[src/rtl/event_mm2s_cmd_arbiter.sv]
// Shares one DataMover MM2S command/status channel between NREQ requesters:
// priority/round-robin command grant with tag stamping, status routed back by tag FIFO.
module event_mm2s_cmd_arbiter #(
   parameter int unsigned NREQ            = 2,
   parameter int unsigned MAX_OUTSTANDING = 4
) (
   input  logic                                   memclk,
   input  logic                                   memresetn,
   input  logic [72*NREQ-1:0]                     s_cmd_tdata,
   input  logic [NREQ-1:0]                        s_cmd_tvalid,
   output logic [NREQ-1:0]                        s_cmd_tready,
   output logic [71:0]                            m_cmd_tdata,
   output logic                                   m_cmd_tvalid,
   input  logic                                   m_cmd_tready,
   input  logic [7:0]                             s_sts_tdata,
   input  logic                                   s_sts_tvalid,
   output logic                                   s_sts_tready,
   output logic [7:0]                             m_sts_tdata,
   output logic [NREQ-1:0]                        m_sts_tvalid,
   input  logic [NREQ-1:0]                        m_sts_tready,
   output logic [$clog2(MAX_OUTSTANDING):0]       outstanding_o,
   input  logic                                   clear_err_i,
   output logic [2:0]                             err_o
);

   localparam int unsigned OW = $clog2(MAX_OUTSTANDING) + 1;
   localparam int unsigned AW = $clog2(MAX_OUTSTANDING);
   localparam logic [71:0] KEEP_MASK = {8'h00, {64{1'b1}}};

   logic              run_q;
   logic [1:0]        seq_q, seq_d;
   logic [1:0]        rr_ptr_q, rr_ptr_d;
   logic              m_cmd_tvalid_q, m_cmd_tvalid_d;
   logic [71:0]       m_cmd_tdata_q, m_cmd_tdata_d;
   logic [OW-1:0]     outstanding_q, outstanding_d;
   logic [AW-1:0]     wr_ptr_q, wr_ptr_d;
   logic [AW-1:0]     rd_ptr_q, rd_ptr_d;
   logic [3:0]        tag_mem_q [MAX_OUTSTANDING];
   logic [3:0]        tag_mem_d [MAX_OUTSTANDING];
   logic [2:0]        err_q, err_d;

   logic [3:0]        vld_ext;
   logic [2:0]        cand;
   logic              win_valid;
   logic [1:0]        win_id;
   logic              load_en;
   logic              grant;
   logic [71:0]       sel_cmd;
   logic [3:0]        new_tag;

   logic              fifo_empty;
   logic [3:0]        head_tag;
   logic [1:0]        owner;
   logic [3:0]        sts_rdy_ext;
   logic              sts_hs;
   logic              pop;

   // Winner search: req 0 strict priority, others round-robin from rr_ptr
   always_comb begin
      vld_ext   = 4'(s_cmd_tvalid);
      win_valid = 1'b0;
      win_id    = 2'd0;
      cand      = 3'd0;
      if (vld_ext[0]) begin
         win_valid = 1'b1;
      end else begin
         for (int unsigned k = 0; k < NREQ - 1; k++) begin
            cand = 3'(rr_ptr_q) + 3'(k);
            if (cand >= 3'(NREQ)) cand = cand - 3'(NREQ - 1);
            if (!win_valid && vld_ext[2'(cand)]) begin
               win_valid = 1'b1;
               win_id    = 2'(cand);
            end
         end
      end
   end

   assign load_en = run_q && (!m_cmd_tvalid_q || m_cmd_tready)
                    && (outstanding_q < OW'(MAX_OUTSTANDING));
   assign grant   = load_en && win_valid;
   assign new_tag = {seq_q, win_id};

   always_comb begin
      sel_cmd      = '0;
      s_cmd_tready = '0;
      for (int unsigned i = 0; i < NREQ; i++) begin
         if (win_id == 2'(i)) sel_cmd = s_cmd_tdata[72*i +: 72];
         s_cmd_tready[i] = grant && (win_id == 2'(i));
      end
   end

   // Status routing follows the oldest outstanding tag; orphans are sunk
   assign fifo_empty  = (outstanding_q == '0);
   assign head_tag    = tag_mem_q[rd_ptr_q];
   assign owner       = head_tag[1:0];
   assign sts_rdy_ext = 4'(m_sts_tready);
   assign s_sts_tready = fifo_empty || sts_rdy_ext[owner];
   assign m_sts_tdata  = s_sts_tdata;
   assign sts_hs       = s_sts_tvalid && s_sts_tready;
   assign pop          = sts_hs && !fifo_empty;

   always_comb begin
      m_sts_tvalid = '0;
      for (int unsigned i = 0; i < NREQ; i++) begin
         m_sts_tvalid[i] = s_sts_tvalid && !fifo_empty && (owner == 2'(i));
      end
   end

   always_comb begin
      seq_d          = seq_q;
      rr_ptr_d       = rr_ptr_q;
      m_cmd_tvalid_d = m_cmd_tvalid_q;
      m_cmd_tdata_d  = m_cmd_tdata_q;
      outstanding_d  = outstanding_q;
      wr_ptr_d       = wr_ptr_q;
      rd_ptr_d       = rd_ptr_q;
      tag_mem_d      = tag_mem_q;
      err_d          = clear_err_i ? 3'b000 : err_q;

      if (grant) begin
         seq_d                = seq_q + 2'd1;
         m_cmd_tvalid_d       = 1'b1;
         m_cmd_tdata_d        = (sel_cmd & KEEP_MASK) | {4'h0, new_tag, 64'h0};
         tag_mem_d[wr_ptr_q]  = new_tag;
         wr_ptr_d             = wr_ptr_q + AW'(1);
         if (win_id != 2'd0) begin
            rr_ptr_d = (win_id == 2'(NREQ - 1)) ? 2'd1 : win_id + 2'd1;
         end
      end else if (m_cmd_tready) begin
         m_cmd_tvalid_d = 1'b0;
      end

      if (pop) rd_ptr_d = rd_ptr_q + AW'(1);

      case ({grant, pop})
         2'b10:   outstanding_d = outstanding_q + OW'(1);
         2'b01:   outstanding_d = outstanding_q - OW'(1);
         default: outstanding_d = outstanding_q;
      endcase

      // Error set has priority over a same-cycle clear
      if (sts_hs && fifo_empty) err_d[0] = 1'b1;
      if (pop && (s_sts_tdata[3:0] != head_tag)) err_d[1] = 1'b1;
      if (sts_hs && (!s_sts_tdata[7] || (|s_sts_tdata[6:4]))) err_d[2] = 1'b1;
   end

   always_ff @(posedge memclk or negedge memresetn) begin
      if (!memresetn) begin
         run_q          <= 1'b0;
         seq_q          <= 2'd0;
         rr_ptr_q       <= 2'd1;
         m_cmd_tvalid_q <= 1'b0;
         m_cmd_tdata_q  <= '0;
         outstanding_q  <= '0;
         wr_ptr_q       <= '0;
         rd_ptr_q       <= '0;
         err_q          <= 3'b000;
         for (int unsigned i = 0; i < MAX_OUTSTANDING; i++) tag_mem_q[i] <= 4'h0;
      end else begin
         run_q          <= 1'b1;
         seq_q          <= seq_d;
         rr_ptr_q       <= rr_ptr_d;
         m_cmd_tvalid_q <= m_cmd_tvalid_d;
         m_cmd_tdata_q  <= m_cmd_tdata_d;
         outstanding_q  <= outstanding_d;
         wr_ptr_q       <= wr_ptr_d;
         rd_ptr_q       <= rd_ptr_d;
         err_q          <= err_d;
         tag_mem_q      <= tag_mem_d;
      end
   end

   assign m_cmd_tvalid  = m_cmd_tvalid_q;
   assign m_cmd_tdata   = m_cmd_tdata_q;
   assign outstanding_o = outstanding_q;
   assign err_o         = err_q;

endmodule
[config.mk]
export PLATFORM = sky130hd
export DESIGN_NAME = event_mm2s_cmd_arbiter
export DESIGN_NICKNAME = d
export VERILOG_FILES = /design/src/rtl/event_mm2s_cmd_arbiter.sv
export SDC_FILE = /design/constraint.sdc
export NUM_CORES = 1
export LEC_CHECK = 0
export ABC_AREA = 1
export ABC_CLOCK_PERIOD_IN_PS = 2550
export BUFFER_PORTS_ARGS = -buffer_cell sky130_fd_sc_hd__buf_2
export CAP_MARGIN = 10
export CORE_ASPECT_RATIO = 0.7
export CORE_MARGIN = 4
export CORE_UTILIZATION = 45
export CTS_CLUSTER_SIZE = 20
export DETAILED_ROUTE_END_ITERATION = 10
export GPL_TIMING_DRIVEN = 0
export PLACE_DENSITY_LB_ADDON = 0.25
export SYNTH_ARGS = -nofsm -noshare
export SYNTH_HDL_FRONTEND = slang
export SYNTH_SLANG_ARGS = --single-unit
export TNS_END_PERCENT = 10
[constraint.sdc]
create_clock -name memclk -period 2.55 [get_ports memclk]
set_input_delay 0.1275 -clock memclk [delete_from_list [all_inputs] [get_ports memclk]]
set_output_delay 0.1275 -clock memclk [all_outputs]
set_load 0.005 [all_outputs]
### Word-level counts from Yosys, hierarchy flattened

Index checks and enable logic that the tools add are counted.

* add/sub/neg operators: 7
* order comparisons: 7
* equal/unequal tests: 5
* mux-type cells: 26
* bitwise gates (word level): 3
* reductions and logical operators: 31

Operator list (number)
* $mux W64: 2
* $or A64 B68 Y68: 1
* $bwmux W16: 1
* $logic_and A1 B1 Y1: 14
* $mux W4: 3
* $reduce_bool A2 Y1: 6
* $mux W2: 5
* $mux W1: 9
* $add A2 B1 Y2 const B: 4
* $bmux W4 S2: 1
* $demux W4 S2: 1
* $eq A2 B1 Y1 const B: 3
* $ge A3 B3 Y1 const B: 2
* $lt A2 B3 Y1 const B: 2
* $not A2 Y3: 2
* $pmux W3 S2: 1
* $bmux W1 S2: 2
* $logic_not A2 Y1: 2
* $ne A4 B4 Y1: 1
* $add A3 B1 Y3 const B: 1
* $logic_not A1 Y1: 3
* $logic_not A3 Y1: 1
* $logic_or A1 B1 Y1: 3
* $lt A3 B1 Y1 const B: 1
* 8 further kinds: 8

* bits in registers: 104
* input port bits: 161
* output and inout bits: 92
* logic and storage cells: 94

### Depth between registers and ports, before layout

Gate-level depths: netlist of run 1.

* depth in word-level cells: 11
* depth in mapped cells: 14
* gate-level depth less buffers: 14

### Worst setup path before layout of run 1

OpenSTA, ideal clock, no wires.

* path kind: reg2reg
* from: register rr_ptr_q[0]
* to: register outstanding_q[2], in the netlist outstanding_o[2]
* setup time: 0.124 ns
* arrival time: 2.219 ns
* data required time: 2.426 ns
* setup slack: 0.206 ns
* cell stages (with the launch flop): 15
* path buffers: 2
* period minus slack after synthesis: 2.344 ns
* cells stage by stage: dfstp_2 -> ha_1 -> inv_1 -> nor2_1 -> nand2_1 -> nand2_1 -> nand2_1 -> buf_4 -> buf_2 -> ha_1 -> inv_1 -> fa_1 -> a21oi_1 -> o21ai_0 -> xnor2_1

* longest elaborated chain between the ends: 10
* elaborated cells between the ends (all ways): 13
* classes of those cells: add/sub: 1; order compare: 1; eq/ne: 2; mux: 7; reduce/logical: 2

RTL lines
* start, declared: line 32 `logic [1:0] rr_ptr_q, rr_ptr_d;`
* start signal, assigned: line 162 `rr_ptr_q <= rr_ptr_d;`
* $sub A2 B1 Y2 or $ge A2 B2 Y1 (tied branches): line 69 `if (cand >= 3'(NREQ)) cand = cand - 3'(NREQ - 1);`
* $mux W2 (*): line 69
* $mux W2 (*): line 64 `if (vld_ext[0]) begin`
* $bmux W1 S2 (*): line 70 `if (!win_valid && vld_ext[2'(cand)]) begin`
* $mux W1 (not written as such) (*): line 70
* $mux W1 (*): line 70
* $mux W1 (*): line 64
* $logic_and A1 B1 Y1 (*): line 80 `assign grant = load_en && win_valid;`
* $eq A2 B1 Y1 or $eq A2 B2 Y1 (tied branches): line 135 `case ({grant, pop})`
* $pmux W3 S2 or $reduce_bool A2 Y1 (tied branches)
* end signal, assigned: line 165 `outstanding_q <= outstanding_d;`
* end, declared: line 35 `logic [OW-1:0] outstanding_q, outstanding_d;`

Every way passes the cells marked *; elsewhere a longest branch is shown, timed or not. The select of a mux whose other input is x is not followed.
A chain may end at the register's enable or synchronous reset.

### Worst setup path in the final report of run 1

* from: register rr_ptr_q[0]
* to: register m_cmd_tdata_q[26], in the netlist m_cmd_tdata[26]

* longest elaborated chain between the ends: 11
* elaborated cells between the ends (all ways): 16
* classes of those cells: add/sub: 1; order compare: 1; eq/ne: 1; mux: 10; bitwise: 1; reduce/logical: 2

RTL lines
* $sub A2 B1 Y2 or $ge A2 B2 Y1 (tied branches): line 69
* $mux W2 (*): line 69
* $mux W2 (*): line 64
* $bmux W1 S2: line 70
* $mux W1 (not written as such): line 70
* $mux W2: line 70
* $mux W2: line 64
* $logic_not A2 Y1: line 87 `if (win_id == 2'(i)) sel_cmd = s_cmd_tdata[72*i +: 72];`
* $mux W64 (2 in a row): line 87
* $or A64 B68 Y68: line 123 `m_cmd_tdata_d = (sel_cmd & KEEP_MASK) | {4'h0, new_tag, 64'h0};`
* end signal, assigned: line 164 `m_cmd_tdata_q <= m_cmd_tdata_d;`
* end, declared: line 34 `logic [71:0] m_cmd_tdata_q, m_cmd_tdata_d;`

Marks and branches as above.

==> out/results.ini, run 1 <==
[power_and_ir_drop]
p_leak_uw = 0.00383
fin_total_pwr_uw = 6950
peakVddDrop_mv = 0.571
p_per_area_nw_per_um2 = 1000

[final_layout]
finalInstanceArea_um2 = 6930
num-fill-cells = 742
antenna_cells = 0
area_growth_pct = 51.2
nets = 1038
drive_above_1_share = 0.338

[routing]
vias = 4888
routedWlPerCell_um = 14.6
routed_wl_um = 14600
drc_errors = 0
ant_nets = 0
via_per_inst = 4.88
drtIter0Drc = 210
dr.pass1.iters = 5

[clocking]
cts_root_buffer = clkbuf_16
cts.sink_count = 100
htreeDepth = 3
cts_buffer_depth = 2
cts_tree = yes
clock_latency_ps = 340
path_clk_slew_ps = 70
cts_buffers = 9

[setup_path]
path_cells = ha_1 -> inv_1 -> nor2_2 -> nand2_1 -> nand2_1 -> nand2_2 -> inv_1 -> nand2_1 -> inv_1 -> buf_4 -> clkbuf_4 -> nand2_1 -> nand3_1 -> dlygate4sd3_1
cp_slowest_cell = dlygate4sd3_1
rr_startpoint = rr_ptr_q[0]$_DFFE_PN1P_
timing.rr.end = m_cmd_tdata[26]$_DFFE_PN0P_
cpMostUsedCell = nand2_1
regToRegSetupSlack_ps = 140
start_kind = flop
cp.required_ps = 2770
endpoint_kind = flop
path_class = reg -> reg
critPathMaxStageDelay_ps = 570
critPathArrivalTime_ps = 2630
critPathMaxFanout = 10
r2r_cells = 14

[yosys]
yosysTopAreaCell = dfrtp_1
synth_xor_area_frac = 0.00764
synthTopCellsByCount = 267 x nand2_1, 99 x dfrtp_1, 77 x nand3_1
yosysSeqAreaShare = 0.546
synth_ff_type = dfrtp_1
synth_compound_area_frac = 0.0278
yosys.area_share.simple = 0.322
synth_top_family_by_area = simple AND/OR/NAND/NOR gates
syn_inst = 561
synth_area_um2 = 4580
synth_edf_count = 0
async_flop_share = 1.00
ys_seq_elements = 100
synth_top_area_frac = 0.540
ys_types = 27
synth_fa_ha_area_frac = 0.0207
synth_most_common_cell = nand2_1
syn_avg_cell_area_um2 = 8.17
yosys-top-cells-area = dfrtp_1 54%, nand2_1 22%, nand3_1 8.4%
synth_warnings = 0
synth_mux_area_frac = 0

[timing]
finalHoldViolCount = 0
drv_slew = 0
slew_headroom = 0.568
tightest_slew_ps = 647
holdWs_ps = 6.20
final.setup.tns_ps = 0
skew_ps = 12.3
fmax_mhz = 415
layout_min_cycle_time_ps = 2410
setup_viol = 0
finalCritPeriodShare = 0.944
setup_ws_ps = 142

[die]
dieArea_um2 = 11900
initial_core_util = 0.468
ioPinCount = 253
core-area_um2 = 9800
die_w_um = 129
row_count = 30
die_h_um = 92.4

[placed_design]
place_area_um2 = 5950
hpwl_um = 10500
post-place-ws_ps = -164
portBuffers = 232
gp_congestion = 0.842

[hold_path]
hold_end = m_cmd_tdata[53]$_DFFE_PN0P_
hold_depth = 3
min_from = s_cmd_tdata[53]
holdCritPathClass = in -> reg

[global_route]
grt_pass1_wl_um = 22900
grtUsageTotal = 0.238
grt_start_max_net_pins = 53
grt-ovfl-total = 0
grt_pass1_vias = 4804
antenna_found_initial = 0

[job]
cap_violations = 0

[outcome]
status = completed

[worst max-delay path: cells and delay by family (launching register included)]
| family | cells | cell delay (ps) |
|---|---|---|
| flops | 1 | 530 |
| fa+ha+maj | 1 | 220 |
| buf+inv | 6 | 1100 |
| simple gates | 7 | 430 |
[per-layer routing]
metal	track usage	share of wire	vias to the layer above
li1	-	-	2357
met1	0.289	0.40	2278
met2	0.407	0.49	220
met3	0.0715	0.088	33
met4	0.0708	0.024	0
met5	0	0	-
[cells by family after synthesis]
| kind of cell | after synthesis |
|---|---|
| AOI/OAI and AO/OA | 24 |
| xor gates and xnor gates | 4 |
| adders and majority gates | 7 |
| buffers and inverters | 63 |
| DFF | 100 |
| other | 2 |
| and+or+nand+nor | 361 |
[power breakdown]
group	leakage, µW	total (µW)	switching [µW]	internal, µW
Combinational	0.00243	2830	1510	1320
Clock	0.000148	1430	582	852
Sequential	0.00125	2690	400	2290
Total	0.00383	6950	2490	4460
[sequential cells by signal (all words and copies together), names as in the netlist]
register / cells
wr_ptr_q: 2
run_q: 1
seq_q: 2
tag_mem_q: 16
m_cmd_tdata: 68
rd_ptr_q: 2
outstanding_o: 3
rr_ptr_q: 2
m_cmd_tvalid: 1
err_o: 3
[metrics by stage]
step,util,cells
2_1_floorplan,-,564
3_3_place_gp,0.604,924
4_1_cts,0.701,1000
3_5_place_dp,0.607,925
5_1_grt,0.707,1002
6_report,0.707,1002
[layout make-up]
type | count | area (µm²) | share of cell area
inverter | 26 | 97.6 | 0.0141
buffer | 36 | 263 | 0.0379
multi-input combinational | 401 | 1780 | 0.257
sequential | 100 | 2500 | 0.361
tap | 128 | 160 | 0.0231
clock inverter | 5 | 77.6 | 0.0112
clock buffer | 10 | 229 | 0.0330
timing repair buffer | 296 | 1820 | 0.263
[layout by cell type (no fill, tap or decap), types with 6 or more instances in the layout]
cell type and count:
buf_2 238, buf_4 17, clkbuf_16 9, dfrtp_1 99, dlygate4sd3_1 62, ha_1 6, inv_1 23, nand2_1 265
nand3_1 74, nor2_1 8, o21ai_0 19
[how the worst max path moves through the flow]
stage	startpoint	endpoint	slack [ps]	cells past startpoint
2_1_floorplan	rr_ptr_q[0]$_DFFE_PN1P_	outstanding_o[2]$_DFFE_PN0P_	210	14
3_3_place_gp	rr_ptr_q[0]$_DFFE_PN1P_	outstanding_o[2]$_DFFE_PN0P_	-40	14
3_5_place_dp	rr_ptr_q[0]$_DFFE_PN1P_	outstanding_o[2]$_DFFE_PN0P_	-160	14
4_1_cts	rd_ptr_q[0]$_DFFE_PN0P_	outstanding_o[2]$_DFFE_PN0P_	10	14
5_1_grt	rd_ptr_q[0]$_DFFE_PN0P_	outstanding_o[2]$_DFFE_PN0P_	-10	14
6_report	rr_ptr_q[0]$_DFFE_PN1P_	m_cmd_tdata[26]$_DFFE_PN0P_	140	14
[what timing repair did]
action | in CTS | in global routing
resized for setup | 2 | 24
hold buffers | 61 | 1
setup buffers | 0 | 1
hold endpoints to repair | 96 | 1
setup endpoints to repair | 1 | 12
Power figures use the tool's default switching activity.
==> inputs of run 2 (changes only) <==
Settings changed: CORE_ASPECT_RATIO 0.7 to 1.75.
==> run 2 against run 1 <==
  * Via count increased by 4.8%
  * First-iteration DRC count increased by 37%
  * Core utilization up 0.70 points
  * Critical path type unchanged
==> out/results.ini, run 2 (synthesis results as in run 1) <==
[outcome]
status = completed

[routing]
ant_nets = 0  ; unchanged
drc_errors = 0  ; unchanged
vias = 5121  ; +4.8%
routedWlPerCell_um = 15.6  ; +6.8%
drtIter0Drc = 287  ; +37%
routed_wl_um = 15900  ; +8.8%
dr.pass1.iters = 6  ; +1
via_per_inst = 5.02  ; +2.8%

[final_layout]
final_common_cell = nand2_1
nets = 1058  ; +1.9%
drive_above_1_share = 0.339  ; +0.00102
layout_common_cells = 265 x nand2_1, 238 x buf_2, 99 x dfrtp_1, 74 x nand3_1, 73 x dlygate4sd3_1
fin_util = 0.714  ; +0.00699
area_growth_pct = 54.4
largest_reg_flops = 68  ; unchanged
num-fill-cells = 759  ; +2.3%

[timing]
final.setup.tns_ps = 0  ; unchanged
setup_viol = 0  ; unchanged
tightest_slew_ps = 610  ; -37.1 ps
layout_min_cycle_time_ps = 2470  ; +58.3 ps
drv_slew = 0  ; unchanged
rsz0062_at_grt = true
slew_headroom = 0.593  ; +0.0247
setup_ws_ps = 83.3  ; -58.3 ps
finalCritPeriodShare = 0.967  ; +0.0229
finalHoldViolCount = 0  ; unchanged
fmax_mhz = 405  ; -2.4%
skew_ps = 10.2  ; -2.12 ps

[clocking]
cts_buffers = 9  ; unchanged
clock_latency_ps = 340  ; about the same
cts_buffer_depth = 2  ; unchanged
cts_tree = yes
cts_root_buffer = clkbuf_16
htreeDepth = 3  ; unchanged
path_clk_slew_ps = 70  ; about the same
cts.sink_count = 100  ; unchanged

[job]
cap_violations = 0  ; unchanged

[setup_path]
critPathMaxFanout = 10  ; unchanged
path_class = reg -> reg
critPathArrivalTime_ps = 2680  ; +50 ps
endpoint_kind = flop
timing.rr.end = m_cmd_tdata[31]$_DFFE_PN0P_
regToRegSetupSlack_ps = 80  ; -60 ps
cp.required_ps = 2770  ; about the same
r2r_cells = 14  ; unchanged
rr_startpoint = rr_ptr_q[0]$_DFFE_PN1P_
start_kind = flop

[die]
dieArea_um2 = 11900  ; +0.32%
die_w_um = 84.3  ; -34%
core-area_um2 = 9910  ; +1.1%
initial_core_util = 0.463  ; -0.00532
die_h_um = 142  ; +53%
row_count = 48  ; +60%
ioPinCount = 253  ; unchanged

[placed_design]
hpwl_um = 10600  ; +0.74%
post-place-ws_ps = -48.5  ; +115 ps
gp_congestion = 0.859  ; +2.0%
portBuffers = 232  ; unchanged

[global_route]
grt-ovfl-total = 0  ; unchanged
antenna_found_initial = 0  ; unchanged
grt_pass1_vias = 5392  ; +12%
grtUsageTotal = 0.264  ; +0.0269
grt_start_max_net_pins = 56  ; +5.7%
grt_pass1_wl_um = 25100  ; +9.9%

[power_and_ir_drop]
p_per_area_nw_per_um2 = 986  ; -1.7%
peakVddDrop_mv = 0.588  ; +2.9%
p_leak_uw = 0.00392  ; +2.3%

[hold_path]
holdCritPathClass = in -> reg
hold_depth = 3  ; unchanged
hold_end = m_cmd_tdata[61]$_DFFE_PN0P_
min_from = s_cmd_tdata[133]

[run 2: worst max-delay path, stage by stage (launching register included)]
cell and delay (ps):
dfstp_2 530, ha_1 220, inv_1 60, nor2_2 40
nand2_1 50, nand2_1 50, nand2_2 100, inv_1 60
nand2_1 50, inv_1 50, buf_4 170, clkbuf_4 190
nand2_1 80, nand3_1 90, dlygate4sd3_1 590
[run 2: how the worst max path moves through the flow]
stage	start	to	cells after the start
floorplan	rr_ptr_q[0]$_DFFE_PN1P_	outstanding_o[2]$_DFFE_PN0P_	14
global placement	rr_ptr_q[0]$_DFFE_PN1P_	outstanding_o[2]$_DFFE_PN0P_	14
detailed placement	rr_ptr_q[0]$_DFFE_PN1P_	outstanding_o[2]$_DFFE_PN0P_	14
CTS	rd_ptr_q[1]$_DFFE_PN0P_	outstanding_o[2]$_DFFE_PN0P_	14
global route	rr_ptr_q[1]$_DFFE_PN0P_	m_cmd_tdata[40]$_DFFE_PN0P_	11
finish	rr_ptr_q[0]$_DFFE_PN1P_	m_cmd_tdata[31]$_DFFE_PN0P_	14
[run 2: layer usage]
metal	wire length, µm	track usage	vias to the layer above
met5	0	0	-
met4	973	0.178	0
met3	1040	0.0587	88
met2	8540	0.475	273
met1	5350	0.269	2352
li1	-	-	2408
[run 2: cell type report]
class,count,area (µm²),area share
buffer,36,269,0.0380
multi-input combinational,401,1780,0.251
tap,125,156,0.0221
clock inverter,4,25.0,0.00353
timing repair buffer,316,2000,0.282
sequential,100,2500,0.354
inverter,26,97.6,0.0138
antenna,1,2.50,0.000353
clock buffer,12,246,0.0348
[run 2: per-stage QoR]
stage          hold slack, ps  instance area (µm²)  total power (µW)  std cells
6_report                 8.22                 7080              6980       1021
4_1_cts                 0.371                 6950              6810       1011
5_1_grt                  4.90                 7080              7480       1020
3_5_place_dp              180                 5940              5270        922
2_1_floorplan            -168                 4600              4060        564
3_3_place_gp              330                 5910              5140        921
[run 2: repair_timing]
| item | 4_1_cts | 5_1_grt |
|---|---|---|
| resized for setup | 0 | 30 |
| buffers inserted | 0 | 8 |
| pin swaps | 0 | 3 |
| setup endpoints to repair | 1 | 18 |
| hold buffers | 74 | 0 |
| hold endpoints to repair | 97 | 0 |
| gates cloned | 0 | 1 |
[run 2: power breakdown]
part	internal [µW]	leakage [µW]	switching, µW	total [µW]
sequential	2290	0.00125	413	2700
clock	686	0.000129	572	1260
combinational	1440	0.00254	1590	3020
==> inputs of run 3 (changes only) <==
Settings changed: CORE_MARGIN 4 to 2.
==> run 3 against run 2 <==
  * Design area fell by 0.48%
  * Wire length fell by 6.2%
  * Non-clock buffer count fell by 6
  * Final cell count fell by 0.69%
  * Fmax rose by 0.16%
  * Die area fell by 7.4%
  * Global-route usage rose by 0.28 points
  * Critical path depth fell by 3
  * Combinational power fell by 3%
  * Largest power group unchanged
  * Flip-flop and latch count did not move
==> out/results.ini, run 3 (synthesis results as in run 1) <==
[timing]
finalHoldViolCount = 0  ; unchanged
layout_min_cycle_time_ps = 2460  ; -4.06 ps
setup_viol = 0  ; unchanged
tightest_slew_ps = 560  ; -49.8 ps
setup_ws_ps = 87.4  ; +4.06 ps
slew_headroom = 0.626  ; +0.0332
fmax_mhz = 406  ; +0.16%
drv_slew = 0  ; unchanged
finalCritPeriodShare = 0.966  ; -0.00159
skew_ps = 12.5  ; +2.28 ps
holdWs_ps = 3.78  ; -4.44 ps
final.setup.tns_ps = 0  ; unchanged
rsz0062_at_grt = true

[setup_path]
endpoint_kind = flop
start_kind = flop
path_class = reg -> reg
cp_slowest_cell = dlygate4sd3_1
path_cells = ha_1 -> inv_1 -> nor2_2 -> nand2_1 -> nand2_1 -> nand2_2 -> buf_12 -> clkbuf_1 -> nand2_1 -> nand3_1 -> dlygate4sd3_1
critPathMaxFanout = 19  ; +9
critPathArrivalTime_ps = 2740  ; +60 ps
critPathMaxStageDelay_ps = 570  ; -20 ps
cpMostUsedCell = nand2_1
cp.required_ps = 2820  ; +50 ps

[clocking]
path_clk_slew_ps = 70  ; about the same
htreeDepth = 3  ; unchanged
cts.sink_count = 100  ; unchanged
clock_latency_ps = 340  ; about the same
cts_buffer_depth = 2  ; unchanged
cts_tree = yes
cts_buffers = 9  ; unchanged
cts_root_buffer = clkbuf_16

[power_and_ir_drop]
p_per_area_nw_per_um2 = 995  ; +0.89%
fin_total_pwr_uw = 7010  ; +0.41%
peakVddDrop_mv = 0.619  ; +5.4%
seq_power_share = 0.384  ; -0.003
switching_power_uw = 2550  ; -0.86%
clkPwrFrac = 0.197  ; +0.017
p_leak_uw = 0.00389  ; -0.87%
p_sw_frac = 0.364  ; -0.00466
p_int_uw = 4460  ; +1.2%
power_frac_comb = 0.420  ; -0.013

[final_layout]
final_common_cell = nand2_1
num-fill-cells = 734  ; -3.3%
nets = 1052  ; -0.57%
area_growth_pct = 53.7
drive_above_1_share = 0.331  ; -0.00784
layout_common_cells = 265 x nand2_1, 239 x buf_2, 99 x dfrtp_1, 76 x nand3_1, 75 x dlygate4sd3_1
largest_reg_flops = 68  ; unchanged
layout.cells.non_filler = 1014  ; -0.69%
antenna_cells = 0  ; -1

[global_route]
antenna_found_initial = 0  ; unchanged
grt-ovfl-total = 0  ; unchanged
grtUsageTotal = 0.267  ; +0.00279
grt_pass1_vias = 5010  ; -7.1%
grt_pass1_wl_um = 22800  ; -9.3%
grt_start_max_net_pins = 70  ; +25%

[routing]
routedWlPerCell_um = 14.7  ; -5.6%
vias = 5036  ; -1.7%
ant_nets = 0  ; unchanged
drtIter0Drc = 287  ; unchanged
via_per_inst = 4.97  ; -0.98%
drc_errors = 0  ; unchanged
dr.pass1.iters = 5  ; -1
routed_wl_um = 14900  ; -6.2%

[placed_design]
hpwl_um = 9970  ; -5.5%
post-place-ws_ps = -45.3  ; +3.18 ps
dpl.cell_count = 922  ; unchanged
portBuffers = 232  ; unchanged
gp_congestion = 0.827  ; -3.7%

[die]
ioPinCount = 253  ; unchanged
die_h_um = 138  ; -2.8%
dieArea_um2 = 11000  ; -7.4%
initial_core_util = 0.463  ; unchanged
row_count = 48  ; unchanged
die_w_um = 80.3  ; -4.7%
core-area_um2 = 9910  ; unchanged

[hold_path]
holdCritPathClass = in -> reg

[outcome]
status = completed

[job]
cap_violations = 0  ; unchanged

run 3: cell types whose count changed in the layout (fill, tap and decap cells not counted), sizes merged:
cell          delta
bufinv           +1
dlygate4sd3      +2
buf              -7
diode            -1
clkbuf           -2
dlymetal6s4s     -1
clkinv           -1
inv              +2
run 3: power groups by stage:
stage	Sequential (µW)	Clock (µW)	Combinational (µW)
2_1_floorplan	2700	0	1350
3_3_place_gp	2660	0	2460
3_5_place_dp	2680	0	2560
4_1_cts	2670	1400	2840
5_1_grt	2760	1460	3290
6_report	2690	1380	2940
run 3: cell type report:
type,instances,area (µm²),share of cell area
Sequential cell,100,2500,0.355
Timing Repair Buffer,310,1960,0.278
Multi-Input combinational cell,401,1770,0.251
Buffer,36,264,0.0375
Clock buffer,10,229,0.0325
Tap cell,125,156,0.0222
Inverter,26,97.6,0.0139
Clock inverter,6,71.3,0.0101
run 3: through the flow:
step | util | cell area (µm²)
after detailed placement | 0.600 | 5940
final | 0.711 | 7050
after global routing | 0.711 | 7050
after floorplan | - | 4600
after CTS | 0.703 | 6970
after global placement | 0.597 | 5910
run 3: repair_timing:
item | 4_1_cts | 5_1_grt
resized for setup | 0 | 21
setup buffers | 0 | 2
endpoints found under the hold margin | 84 | 2
hold buffers | 73 | 2
cloned | 0 | 0
pin swaps | 0 | 1
setup endpoints to repair | 1 | 20
run 3: critical path: cells and delay by family (launching register included):
| family | cells | cell delay, ps |
|---|---|---|
| buffers and inverters | 4 | 1180 |
| AND/OR/NAND/NOR | 6 | 470 |
| adder cells (fa/ha/maj) | 1 | 230 |
| flip-flops | 1 | 530 |
run 3: worst paths after layout:
| kind | from | end | slack [ps] | cells after the start |
|---|---|---|---|---|
| max reg2reg | rr_ptr_q[0]$_DFFE_PN1P_ | m_cmd_tdata[48]$_DFFE_PN0P_ | 90 | 11 |
| min in group asynchronous | memresetn | m_cmd_tdata[60]$_DFFE_PN0P_ | 260 | 2 |
| max | rr_ptr_q[0]$_DFFE_PN1P_ | m_cmd_tdata[48]$_DFFE_PN0P_ | 90 | 11 |
| min | s_cmd_tdata[25] | m_cmd_tdata[25]$_DFFE_PN0P_ | 4 | 3 |
| max in group asynchronous | memresetn | rr_ptr_q[0]$_DFFE_PN1P_ | 1580 | 3 |
| min reg2reg | tag_mem_q[13]$_DFFE_PN0P_ | tag_mem_q[13]$_DFFE_PN0P_ | 470 | 2 |
run 3: layer usage:
layer  share of wire  global-route usage
met3           0.060              0.0577
met2            0.54               0.489
met5               0                   0
met1            0.35               0.283
met4           0.046               0.133
